===== src/rtl/cart_pkg.sv =====
// cart_pkg: shared constants and types for the MBC1 cartridge responder.
//   - CPU address regions (base/limit pairs, each a power-of-two aligned block)
//   - RAM enable magic nibble and the open-bus read value
//   - read-path source select type
//   - in_region(): aligned block match used by the decoders
package cart_pkg;

    localparam logic [15:0] ROM0_BASE   = 16'h0000;
    localparam logic [15:0] ROM0_LIMIT  = 16'h3FFF;
    localparam logic [15:0] ROMX_BASE   = 16'h4000;
    localparam logic [15:0] ROMX_LIMIT  = 16'h7FFF;
    localparam logic [15:0] RAMEN_BASE  = 16'h0000;
    localparam logic [15:0] RAMEN_LIMIT = 16'h1FFF;
    localparam logic [15:0] BANK1_BASE  = 16'h2000;
    localparam logic [15:0] BANK1_LIMIT = 16'h3FFF;
    localparam logic [15:0] BANK2_BASE  = 16'h4000;
    localparam logic [15:0] BANK2_LIMIT = 16'h5FFF;
    localparam logic [15:0] MODE_BASE   = 16'h6000;
    localparam logic [15:0] MODE_LIMIT  = 16'h7FFF;
    localparam logic [15:0] XRAM_BASE   = 16'hA000;
    localparam logic [15:0] XRAM_LIMIT  = 16'hBFFF;

    localparam logic [3:0] RAM_EN_MAGIC = 4'hA;
    localparam logic [7:0] OPEN_BUS     = 8'hFF;

    typedef enum logic [1:0] {
        SEL_ROM  = 2'd0,
        SEL_RAM  = 2'd1,
        SEL_OPEN = 2'd2
    } sel_t;

    // All regions are aligned power-of-two blocks, so a masked compare of the
    // fixed address bits is enough (and avoids unsigned >= 0 comparisons).
    function automatic logic in_region(input logic [15:0] addr,
                                       input logic [15:0] base,
                                       input logic [15:0] limit);
        return (addr & ~(base ^ limit)) == base;
    endfunction

endpackage


===== src/rtl/mbc1_bank_regs.sv =====
// mbc1_bank_regs: CPU write edge detector and the MBC1 control registers.
// Ports:
//   clk, rst      core clock, asynchronous active-high reset
//   a             CPU address
//   wdata         CPU write data, low 5 bits (the only bits any register uses)
//   wr            CPU write strobe (level, held several cycles)
//   wr_rise       one-cycle pulse on the first cycle of each CPU write
//   bank1         ROM bank low bits (never 0)
//   bank2         ROM high bits / RAM bank
//   mode          banking mode (0: simple, 1: advanced)
//   ram_en        external RAM enabled
module mbc1_bank_regs
    import cart_pkg::*;
(
    input  logic        clk,
    input  logic        rst,
    input  logic [15:0] a,
    input  logic [4:0]  wdata,
    input  logic        wr,
    output logic        wr_rise,
    output logic [4:0]  bank1,
    output logic [1:0]  bank2,
    output logic        mode,
    output logic        ram_en
);

    logic wr_q;

    // wr_q resets high so a strobe still held when reset releases is not
    // mistaken for a new write; the detector re-arms once wr drops.
    assign wr_rise = wr & ~wr_q;

    always_ff @(posedge clk or posedge rst) begin
        if (rst) begin
            wr_q   <= 1'b1;
            bank1  <= 5'd1;
            bank2  <= 2'd0;
            mode   <= 1'b0;
            ram_en <= 1'b0;
        end else begin
            wr_q <= wr;
            if (wr_rise) begin
                if (in_region(a, RAMEN_BASE, RAMEN_LIMIT))
                    ram_en <= (wdata[3:0] == RAM_EN_MAGIC);
                // Bank 0 is not selectable in the switchable window.
                if (in_region(a, BANK1_BASE, BANK1_LIMIT))
                    bank1 <= (wdata == 5'd0) ? 5'd1 : wdata;
                if (in_region(a, BANK2_BASE, BANK2_LIMIT))
                    bank2 <= wdata[1:0];
                if (in_region(a, MODE_BASE, MODE_LIMIT))
                    mode <= wdata[0];
            end
        end
    end

endmodule


===== src/rtl/cart_mbc1.sv =====
// cart_mbc1: MBC1-style cartridge responder between the boy core and the
// on-board ROM/RAM macros.
// Ports:
//   clk, rst     core clock, asynchronous active-high reset
//   a            CPU address
//   cpu_wdata    CPU write data
//   wr, rd       CPU write / read strobes (levels)
//   cpu_rdata    read data back to the CPU (valid 1 clk after a is stable)
//   rom_addr     physical ROM address (combinational)
//   rom_rdata    ROM data, 1 clk after rom_addr
//   ram_addr     physical RAM address (combinational)
//   ram_we       one-cycle RAM write pulse
//   ram_wdata    RAM write data
//   ram_rdata    RAM data, 1 clk after ram_addr
module cart_mbc1
    import cart_pkg::*;
#(
    parameter int ROM_ADDR_W = 21,
    parameter int RAM_ADDR_W = 15
) (
    input  logic                  clk,
    input  logic                  rst,
    input  logic [15:0]           a,
    input  logic [7:0]            cpu_wdata,
    input  logic                  wr,
    input  logic                  rd,
    output logic [7:0]            cpu_rdata,
    output logic [ROM_ADDR_W-1:0] rom_addr,
    input  logic [7:0]            rom_rdata,
    output logic [RAM_ADDR_W-1:0] ram_addr,
    output logic                  ram_we,
    output logic [7:0]            ram_wdata,
    input  logic [7:0]            ram_rdata
);

    logic       wr_rise;
    logic [4:0] bank1;
    logic [1:0] bank2;
    logic       mode;
    logic       ram_en;

    logic       is_rom;
    logic       is_xram;
    logic [6:0] rom_bank;
    logic [1:0] ram_bank;
    logic [20:0] rom_full;
    logic [14:0] ram_full;
    sel_t       sel_q;

    // Reads are fully address-driven; the strobe is not needed to steer data.
    logic rd_unused;
    assign rd_unused = rd;

    mbc1_bank_regs u_regs (
        .clk     (clk),
        .rst     (rst),
        .a       (a),
        .wdata   (cpu_wdata[4:0]),
        .wr      (wr),
        .wr_rise (wr_rise),
        .bank1   (bank1),
        .bank2   (bank2),
        .mode    (mode),
        .ram_en  (ram_en)
    );

    assign is_rom  = in_region(a, ROM0_BASE, ROM0_LIMIT) | in_region(a, ROMX_BASE, ROMX_LIMIT);
    assign is_xram = in_region(a, XRAM_BASE, XRAM_LIMIT);

    // Upper window always uses both bank registers; the lower window is
    // bank 0 unless advanced mode lets bank2 select a 512 KiB quadrant.
    always_comb begin
        if (a[14])
            rom_bank = {bank2, bank1};
        else if (mode)
            rom_bank = {bank2, 5'b0};
        else
            rom_bank = 7'd0;
    end

    assign ram_bank = mode ? bank2 : 2'd0;
    assign rom_full = {rom_bank, a[13:0]};
    assign ram_full = {ram_bank, a[12:0]};
    assign rom_addr = ROM_ADDR_W'(rom_full);
    assign ram_addr = RAM_ADDR_W'(ram_full);

    assign ram_we    = wr_rise & is_xram & ram_en;
    assign ram_wdata = cpu_wdata;

    // Source select lines up with the one-cycle memory read latency.
    always_ff @(posedge clk or posedge rst) begin
        if (rst)
            sel_q <= SEL_OPEN;
        else if (is_rom)
            sel_q <= SEL_ROM;
        else if (is_xram && ram_en)
            sel_q <= SEL_RAM;
        else
            sel_q <= SEL_OPEN;
    end

    always_comb begin
        cpu_rdata = OPEN_BUS;
        case (sel_q)
            SEL_ROM:  cpu_rdata = rom_rdata;
            SEL_RAM:  cpu_rdata = ram_rdata;
            default:  cpu_rdata = OPEN_BUS;
        endcase
    end

endmodule

===== config.mk =====
export PLATFORM = sky130hd
export DESIGN_NAME = cart_mbc1
export DESIGN_NICKNAME = d
export VERILOG_FILES = /design/src/rtl/cart_pkg.sv /design/src/rtl/mbc1_bank_regs.sv /design/src/rtl/cart_mbc1.sv
export SDC_FILE = /design/constraint.sdc
export NUM_CORES = 1
export LEC_CHECK = 0
export ABC_AREA = 0
export BUFFER_PORTS_ARGS = -buffer_cell sky130_fd_sc_hd__buf_2
export CAP_MARGIN = 20
export CORE_AREA = 2 2 56 58
export CTS_CLUSTER_SIZE = 10
export DETAILED_ROUTE_END_ITERATION = 8
export DIE_AREA = 0 0 58 60
export GPL_TIMING_DRIVEN = 0
export PLACE_DENSITY = 0.83
export SYNTH_ARGS = -nofsm -noshare
export SYNTH_HDL_FRONTEND = slang
export SYNTH_SLANG_ARGS = --single-unit

===== constraint.sdc =====
create_clock -name clk -period 1.8 [get_ports clk]
set_input_delay 0.27 -clock clk [delete_from_list [all_inputs] [get_ports clk]]
set_output_delay 0.27 -clock clk [all_outputs]
set_load 0.01 [all_outputs]

## Word level (Yosys, flattened, before mapping)

Index checks and enable logic that the tools add are counted.

| word-level totals | value |
|---|---|
| flip-flop bits (word level) | 12 |
| bits in latches | 0 |
| RAM bits | 0 |
| memory bits (read-only) | 0 |
| input bits | 44 |
| logic and storage cells | 34 |
| memories kept | 0 |

| operators by class | value |
|---|---|
| add/subtract/negate cells | 0 |
| multipliers | 0 |
| divide/modulo/power cells | 0 |
| magnitude comparators | 0 |
| eq/ne operators | 7 |
| shift operators | 0 |
| multiplexer cells | 7 |
| bitwise operators | 5 |
| reductions and logical operators | 9 |

Operators by type and width:

| operator | number |
|---|---|
| 16-bit logical NOT | 2 |
| 8-bit case mux with 2 select lines | 1 |
| 7-bit 2-to-1 mux | 2 |
| 2-bit AND reduction | 4 |
| 3-bit by 2-bit == test with 1-bit output, second input constant | 2 |
| 2-bit 2-to-1 mux | 3 |
| 5-bit logical NOT | 1 |
| 5-bit 2-to-1 mux | 1 |
| 2-bit by 1-bit == test with 1-bit output, second input constant | 2 |
| 4-bit == test, second input constant | 1 |
| 1-bit AND | 3 |
| 3-bit by 1-bit == test with 1-bit output, second input constant | 1 |
| 3-bit == test, second input constant | 1 |
| 2-bit logical NOT | 1 |
| 1-bit logical AND | 1 |
| 1-bit NOT | 1 |
| 1-bit OR | 1 |

## Longest topological paths before layout

Gate-level depths: netlist of run 1.

| depth | value |
|---|---|
| depth in word-level cells | 4 |
| mapped depth | 4 |

## Cells and area by module

Synthesis of run 1 repeated with hierarchy kept, for this count alone.

| unflattened totals | value |
|---|---|
| cell total of the unflattened synthesis | 101 |
| area, all modules | 991.0 um^2 |

Modules (own cells, without submodules):

| module | instances | cells an instance | area an instance (um^2) | sequential area each (um^2) |
|---|---|---|---|---|
| cart_mbc1 | 1 | 70 | 549.3 | 51.3 |
| mbc1_bank_regs | 1 | 31 | 441.7 | 252.7 |

## Worst setup path after synthesis of run 1

OpenSTA, ideal clock, no wires.

| path | value |
|---|---|
| kind | register to register |
| from | register u_regs.wr_q |
| to | register u_regs.bank2[0] |
| setup time | 0.125 ns |
| arrival time | 1.132 ns |
| data required time | 1.675 ns |
| slack | 0.543 ns |
| cell stages (with the launch flop) | 4 |
| buffers on the path | 0 |
| clock period less this slack | 1.257 ns |
| path through | dfstp_2 > nor3b_4 > and3b_2 > mux2_2 |

| between the ends | value |
|---|---|
| cells in the longest elaborated chain, start to end | 3 |

RTL lines:

| element | RTL line | RTL |
|---|---|---|
| from (decl) | mbc1_bank_regs.sv:27 | `logic wr_q;` |
| from (signal assigned) | mbc1_bank_regs.sv:41 | `wr_q <= wr;` |
| 1-bit NOT | mbc1_bank_regs.sv:31 | `assign wr_rise = wr & ~wr_q;` |
| 1-bit AND | mbc1_bank_regs.sv:31 |  |
| 2-bit AND reduction (no line) | n/a |  |
| to (signal assigned) | mbc1_bank_regs.sv:49 | `bank2 <= wdata[1:0];` |
| to (decl) | mbc1_bank_regs.sv:22 | `output logic [1:0] bank2,` |

Every way passes these cells.
A chain may end at the register's enable or synchronous reset.

## Worst setup path after layout of run 1

| path | value |
|---|---|
| from | register sel_q[0] |
| to | output cpu_rdata[0] |

| between the ends | value |
|---|---|
| cells in the longest elaborated chain, start to end | 2 |

RTL lines:

| element | RTL line | RTL |
|---|---|---|
| from (decl) | cart_mbc1.sv:48 | `sel_t sel_q;` |
| from (signal assigned) | cart_mbc1.sv:93 | `sel_q <= SEL_OPEN;` |
| from (signal assigned) | cart_mbc1.sv:95 | `sel_q <= SEL_ROM;` |
| from (signal assigned) | cart_mbc1.sv:97 | `sel_q <= SEL_RAM;` |
| 2-bit by 1-bit == test with 1-bit output or 2-bit logical NOT (tied branches) | cart_mbc1.sv:104 | `case (sel_q)` |
| 8-bit case mux with 2 select lines * | cart_mbc1.sv:104 |  |
| to (decl) | cart_mbc1.sv:27 | `output logic [7:0] cpu_rdata,` |

Mark *: on every way between the ends. The rest lies on a longest branch, timed or not.

==> results of run 1 <==
worst max path at each step:
stage	cells past startpoint	to	slack, ps	startpoint
after global placement	5	ram_we	360	a[13]
after global routing	4	cpu_rdata[4]	80	sel_q[0]$_DFF_PP0_
after floorplan	3	u_regs.bank2[0]$_DFFE_PP0P_	540	u_regs.wr_q$_DFF_PP1_
final	3	cpu_rdata[0]	160	sel_q[0]$_DFF_PP0_
after detailed placement	5	ram_we	380	a[13]
after CTS	4	cpu_rdata[5]	80	sel_q[0]$_DFF_PP0_
metrics by stage:
stage / util / setup slack [ps]
after global placement: 0.481 / 361
after detailed placement: 0.481 / 377
final: 0.494 / 159
after CTS: 0.493 / 82.1
after global routing: 0.494 / 78.1
after floorplan: - / 543
routing by layer:
layer | part of all wire | GRT usage | routed length (um) | up-vias
met5 | 0 | 0 | 0 | -
met4 | 0.020 | 0.0698 | 46 | 0
met3 | 0.14 | 0.0303 | 334 | 5
met2 | 0.45 | 0.218 | 1040 | 67
met1 | 0.38 | 0.142 | 889 | 400
li1 | - | - | - | 470
cell families after synthesis:
kind of cell / Yosys count
DFF: 12
AOI/OAI and AO/OA: 12
and+or+nand+nor: 28
buffers and inverters: 40
muxes: 8
flip-flops by register name, indices dropped and copies added (netlist names):
register	flops
u_regs.mode	1
u_regs.bank1	5
u_regs.bank2	2
sel_q	2
u_regs.ram_en	1
u_regs.wr_q	1
cells in the mapped netlist:
cell / instances / area, um^2
nand2_1: 2 / 7.51
nor3b_4: 1 / 18.8
dfrtp_1: 9 / 225
nor2_1: 2 / 7.51
dfstp_2: 3 / 78.8
a21oi_1: 1 / 5.00
and2_2: 1 / 7.51
nor4_1: 1 / 6.26
a31oi_1: 1 / 6.26
o21a_1: 2 / 15.0
mux2_2: 8 / 90.1
inv_1: 2 / 7.51
clkbuf_1: 1 / 3.75
buf_1: 1 / 3.75
nand3_1: 2 / 10.0
buf_2: 1 / 5.00
buf_4: 35 / 263
nor4bb_1: 1 / 10.0
nor3b_1: 1 / 7.51
and3b_2: 1 / 10.0
nor2b_1: 9 / 56.3
and2_1: 7 / 43.8
a211o_1: 8 / 70.1
cell type report:
type,instances,area (um^2),share of cell area
Clock buffer,4,26.3,0.0183
Tap cell,33,41.3,0.0288
Multi-Input combinational cell,48,372,0.259
Sequential cell,12,305,0.213
Buffer,38,278,0.194
Timing Repair Buffer,80,405,0.282
Inverter,2,7.51,0.00523
report_power, final:
| group | internal (mW) | total (mW) | leakage (nW) | switching [mW] |
|---|---|---|---|---|
| clock network | 0.0861 | 0.183 | 0.0150 | 0.0968 |
| registers | 0.321 | 0.345 | 0.143 | 0.0243 |
| logic | 0.189 | 0.322 | 0.654 | 0.134 |
critical path, stage by stage, from the launching register on:
cell      delay (ps)
dfrtp_2          450
clkbuf_4         200
a211o_1          310
buf_2            140
placed cells by master, fill, tap and decap left out, types with 3 or more instances in the layout:
| cell type | count |
|---|---|
| buf_2 | 79 |
| buf_4 | 35 |
| nor2b_1 | 9 |
| mux2_2 | 8 |
| a211o_1 | 8 |
| dfrtp_1 | 8 |
| and2_1 | 7 |
| clkbuf_4 | 4 |
| dfstp_2 | 3 |
what timing repair did:
| action | 4_1_cts | 5_1_grt |
|---|---|---|
| endpoints found under the setup margin | 0 | 2 |
| resized for setup | 0 | 2 |
| endpoints found under the hold margin | 9 | 0 |
| hold buffers | 1 | 0 |
==> summary.md, run 1 <==
| Metric | Value |
|---|---|
| Clk_lat worst skew | `280 ps` |
| Largest net degree at the start of global routing | `13` |
| HPWL Detailed | `between 1.5 and 2 mm` |
| Ant. Diodes | `0` |
| Slew headroom | `0.692` |
| Critical Path AT | `around 1400 ps` |
| Reg2reg start | `u_regs.wr_q$_DFF_PP1_` |
| Worst slew pin tran | `between 400 and 500 ps` |
| Rows | `20` |
| Area post-placement | `1400 um^2` |
| Post-synthesis net count | `between 100 and 150` |
| Cell Pwr Density | `592 nW/um^2` |
| Routed Antenna Nets | `0` |
| IO Port Bufs | `79` |
| GPL Wtd Cong | `0.795` |
| Worst Hold Class | `input pin to flop` |
| Hold Path End | `u_regs.wr_q$_DFF_PP1_` |
| Compound-gate portion of the synthesized area | `0.101` |
| Die Ht | `~60 um` |
| Initial antenna violation count | `0` |
| Crit path max fanout | `10` |
| Hold Path Depth | `1` |
| Setup TNS | `0 ps` |
| Max Fclk | `between 0.6 and 0.7 GHz` |
| Post-DR wirelength/cell | `~11 um` |
| Hold Startpoint | `wr` |
| Fraction of layout cells with a size suffix above 1 | `0.723` |
| Multiplexer share of the synthesized area | `0.0940` |
| RSZ-0062 raised after global routing | `no` |
| Total CTS buffers | `3` |
| Final Power | `850 uW` |
| Adder-cell area share of the yosys netlist | `0` |
| Design area | `1440 um^2` |
| Largest family of logic cells by synthesized area | `buffers and inverters` |
| R2R Path End | `u_regs.bank2[1]$_DFFE_PP0P_` |
| Max IR drop VDD | `0.585 mV` |
| Fin crit share | `0.912` |
| Starting Density | `0.330` |
| Unique masters post-synth | `23` |
| Layout area overhead | `49.7%` |
| Tmin final | `1640 ps` |
| Fillers | `277` |
| Clock skew | `5.52 ps` |
| Worst hold slack | `107 ps` |
| R2r setup slk | `450 ps` |
| Number of max-cap violations | `0` |
| Die area | `3480 um^2` |
| Reg clk slew, reported paths | `around 70 ps` |
| Reg2Reg Depth | `3` |
| Setup bufs post-CTS | `0` |
| Horiz. Die Dim | `58 um` |
| Yosys warns | `0` |
| Crit end category | `output port` |
| Xor/xnor share of the synthesized area | `0` |
| GR Util All Layers | `0.126` |
| # H-tree levels | `1` |
| First-pass GRT wire length | `roughly 3.4 mm` |
| TritonCTS Sinks | `12` |
| Final WL | `around 2.3 mm` |
| Residual DRC | `0` |
| Hold Vio Cnt, Final | `0` |
| Count of state elements after synthesis | `12` |
| Vias in the first global route | `between 800 and 900` |
| Synth Area in Simple Gates | `0.193` |
| Final #Nets | `approximately 230` |
| Placed Instances | `212` |
| Startpoint class of the critical path | `flop` |
| Post-synthesis sequential area ratio | `0.317` |
| Fin. max-slew vios | `0` |
| Status | `complete, no violations` |
| Fin cells | `217` |
| Data required, critical path | `1530 ps` |
| Pleak | `~0.8 nW` |
| Syn Inst Count | `100` |
| CTS Root Buffer Type | `clkbuf_4` |
| Num ports | `97` |
| Setup Viol. Count Final | `0` |
| Iter 0 DRT Violations | `5` |
| Via density | `4.34` |
| Vias | `942` |
| First drt pass iteration count | `4` |
| CTS tree | `done` |
| Placeable Area | `approximately 2900 um^2` |
| Avg Inst Size Synth | `9.58 um^2` |
| Remaining global-route overflow | `0` |
| Clk buf depth | `2` |
| Post-synthesis cell area | `958 um^2` |
| Critical path class | `flop to output port` |
Note: power is estimated with default switching activity, not from simulation.
==> run 2, diff against run 1 <==
- CORE_AREA: 2 2 56 58 -> 2 2 58 60
- DIE_AREA: 0 0 58 60 -> 0 0 60 62
- PLACE_DENSITY: 0.83 -> 0.82
- clock period: 1.8 -> 1.4 ns (I/O delays scaled with it)
==> summary.md, run 2 (synthesized netlist as in run 1, its figures left out) <==
| Metric | Value |
|---|---|
| Status | `finished, violations left` |
| Failing checks | `setup timing` |
| Data required, critical path | `roughly 1200 ps` |
| Die area | `3720 um^2` |
| Crit-path max cell delay | `440 ps` |
| # H-tree levels | `1` |
| Number of max-cap violations | `0` |
| Cell Pwr Density | `764 nW/um^2` |
| Horiz. Die Dim | `60 um` |
| HPWL Detailed | `1.96 mm` |
| Max FFs per register | `5` |
| IO Port Bufs | `~80` |
| Worst hold slack | `37.4 ps` |
| Vias | `around 950` |
| DP Worst Slack | `54.0 ps` |
| Sequential cell area | `305 um^2` |
| Beginning of the critical path | `sel_q[0]$_DFF_PP0_` |
| GPL Wtd Cong | `0.685` |
| Ant. Diodes | `0` |
| Setup ws final | `-67.9 ps` |
| Post-DR wirelength/cell | `~10 um` |
| Most frequent cells in the layout | `buf_2 (77), buf_4 (35), mux2_2 (8), a211o_1 (8), dfrtp_1 (8)` |
| Fraction of layout cells with a size suffix above 1 | `0.751` |
| Crit path max fanout | `5` |
| Vias in the first global route | `793` |
| Fin. max-slew vios | `0` |
| Iter 0 DRT Violations | `33` |
| First drt pass iteration count | `4` |
| R2R Path End | `u_regs.bank2[1]$_DFFE_PP0P_` |
| First-pass GRT wire length | `3.22 mm` |
| Commonest non-fill, non-tap cell in the layout | `buf_2` |
| Via density | `4.13` |
| Reg clk slew, reported paths | `80 ps` |
| Clk_lat worst skew | `280 ps` |
| Tmin final | `~1500 ps` |
| Startpoint class of the critical path | `flop` |
| Final Power | `1.15 mW` |
| Largest net degree at the start of global routing | `13` |
| Placeable Area | `3180 um^2` |
| Crit-path slowest cell | `dfrtp_2` |
| Total CTS buffers | `3` |
| Max IR drop VDD | `between 0.6 and 0.7 mV` |
| Final #Nets | `230` |
| Setup Viol. Count Final | `8` |
| Worst slew pin tran | `roughly 450 ps` |
| Die Ht | `62 um` |
| GR Util All Layers | `0.116` |
| RSZ-0062 raised after global routing | `yes` |
| Clock skew | `3.96 ps` |
| Slew headroom | `0.700` |
| Routed Antenna Nets | `0` |
| Crit path cell chain | `buf_6, a211o_1, buf_2` |
| Fin crit share | `1.05` |
| Hold Vio Cnt, Final | `0` |
| Post-route core utilization | `0.474` |
| Clk buf depth | `2` |
| Biggest regs | `u_regs.bank1 (5), sel_q (2), u_regs.bank2 (2)` |
| Critical path class | `flop to output port` |
| Area post-placement | `roughly 1400 um^2` |
| Max Fclk | `between 0.6 and 0.7 GHz` |
| Design area | `about 1500 um^2` |
| Rows | `21` |
| Fillers | `between 200 and 300` |
| Reg2reg start | `u_regs.wr_q$_DFF_PP1_` |
| Initial antenna violation count | `0` |
| Remaining global-route overflow | `0` |
| CTS Root Buffer Type | `clkbuf_4` |
| R2r setup slk | `60 ps` |
| Final WL | `2.40 mm` |
| Pleak | `roughly 0.84 nW` |
| Reg2Reg Depth | `3` |
| Starting Density | `0.301` |
| TritonCTS Sinks | `12` |
| Area occupied by multi-input gates | `382 um^2` |
| Setup crit end | `cpu_rdata[0]` |
| Crit end category | `output port` |
| Critical Path AT | `around 1300 ps` |
| Largest Register | `u_regs.bank1` |
| Residual DRC | `0` |
| Num ports | `97` |
| Worst Hold Class | `input pin to flop` |
| CTS tree | `done` |
| Layout area overhead | `57.2%` |
run 2: cell count changes in the layout (fill, tap and decap cells not counted), sizes merged:
cell    before  now
buf        115  117
clkbuf       6    5
run 2: how the worst min path moves through the flow:
stage,end,cells after the start,startpoint,slack (ps)
after CTS,u_regs.wr_q$_DFF_PP1_,1,wr,30
after floorplan,sel_q[0]$_DFF_PP0_,1,rst,70
after detailed placement,u_regs.ram_en$_DFFE_PP0P_,2,rst,240
final,u_regs.wr_q$_DFF_PP1_,1,wr,40
after global routing,u_regs.wr_q$_DFF_PP1_,1,wr,20
after global placement,u_regs.ram_en$_DFFE_PP0P_,2,rst,230
run 2: area by class of cell:
type                            count  area share
Timing Repair Buffer               82       0.292
Multi-Input combinational cell     48       0.253
Sequential cell                    12       0.203
Buffer                             37       0.184
Tap cell                           46      0.0382
Clock buffer                        4      0.0241
Inverter                            2     0.00498
run 2: stage by stage:
step | TNS [ps] | instances
floorplan | 0 | 100
global placement | 0 | 225
detailed placement | 0 | 225
CTS | -536 | 230
global route | -922 | 231
finish | -469 | 231
run 2: what timing repair did:
action	4_1_cts	5_1_grt
hold buffers	1	0
gates cloned	0	1
pin swaps	1	8
setup endpoints to repair	8	9
endpoints found under the hold margin	9	0
buffers inserted	1	0
resized for setup	3	8
run 2: worst max-delay path: cells and delay by family (launching register included):
kind	cells	cell delay, ps
AOI/OAI and AO/OA	1	260
buffers and inverters	2	270
DFF	1	440
run 2: where the power goes:
group	switching [mW]	total (mW)	internal, mW
Sequential	0.0385	0.451	0.413
Combinational	0.170	0.417	0.247
Clock	0.124	0.282	0.159
Total	0.332	1.15	0.818
run 2: routing by layer:
metal	track usage	wire length, um	up-vias
met5	0	0	-
li1	-	-	468
met1	0.135	977	409
met2	0.199	1130	71
met3	0.0166	245	5
met4	0.0762	48	0
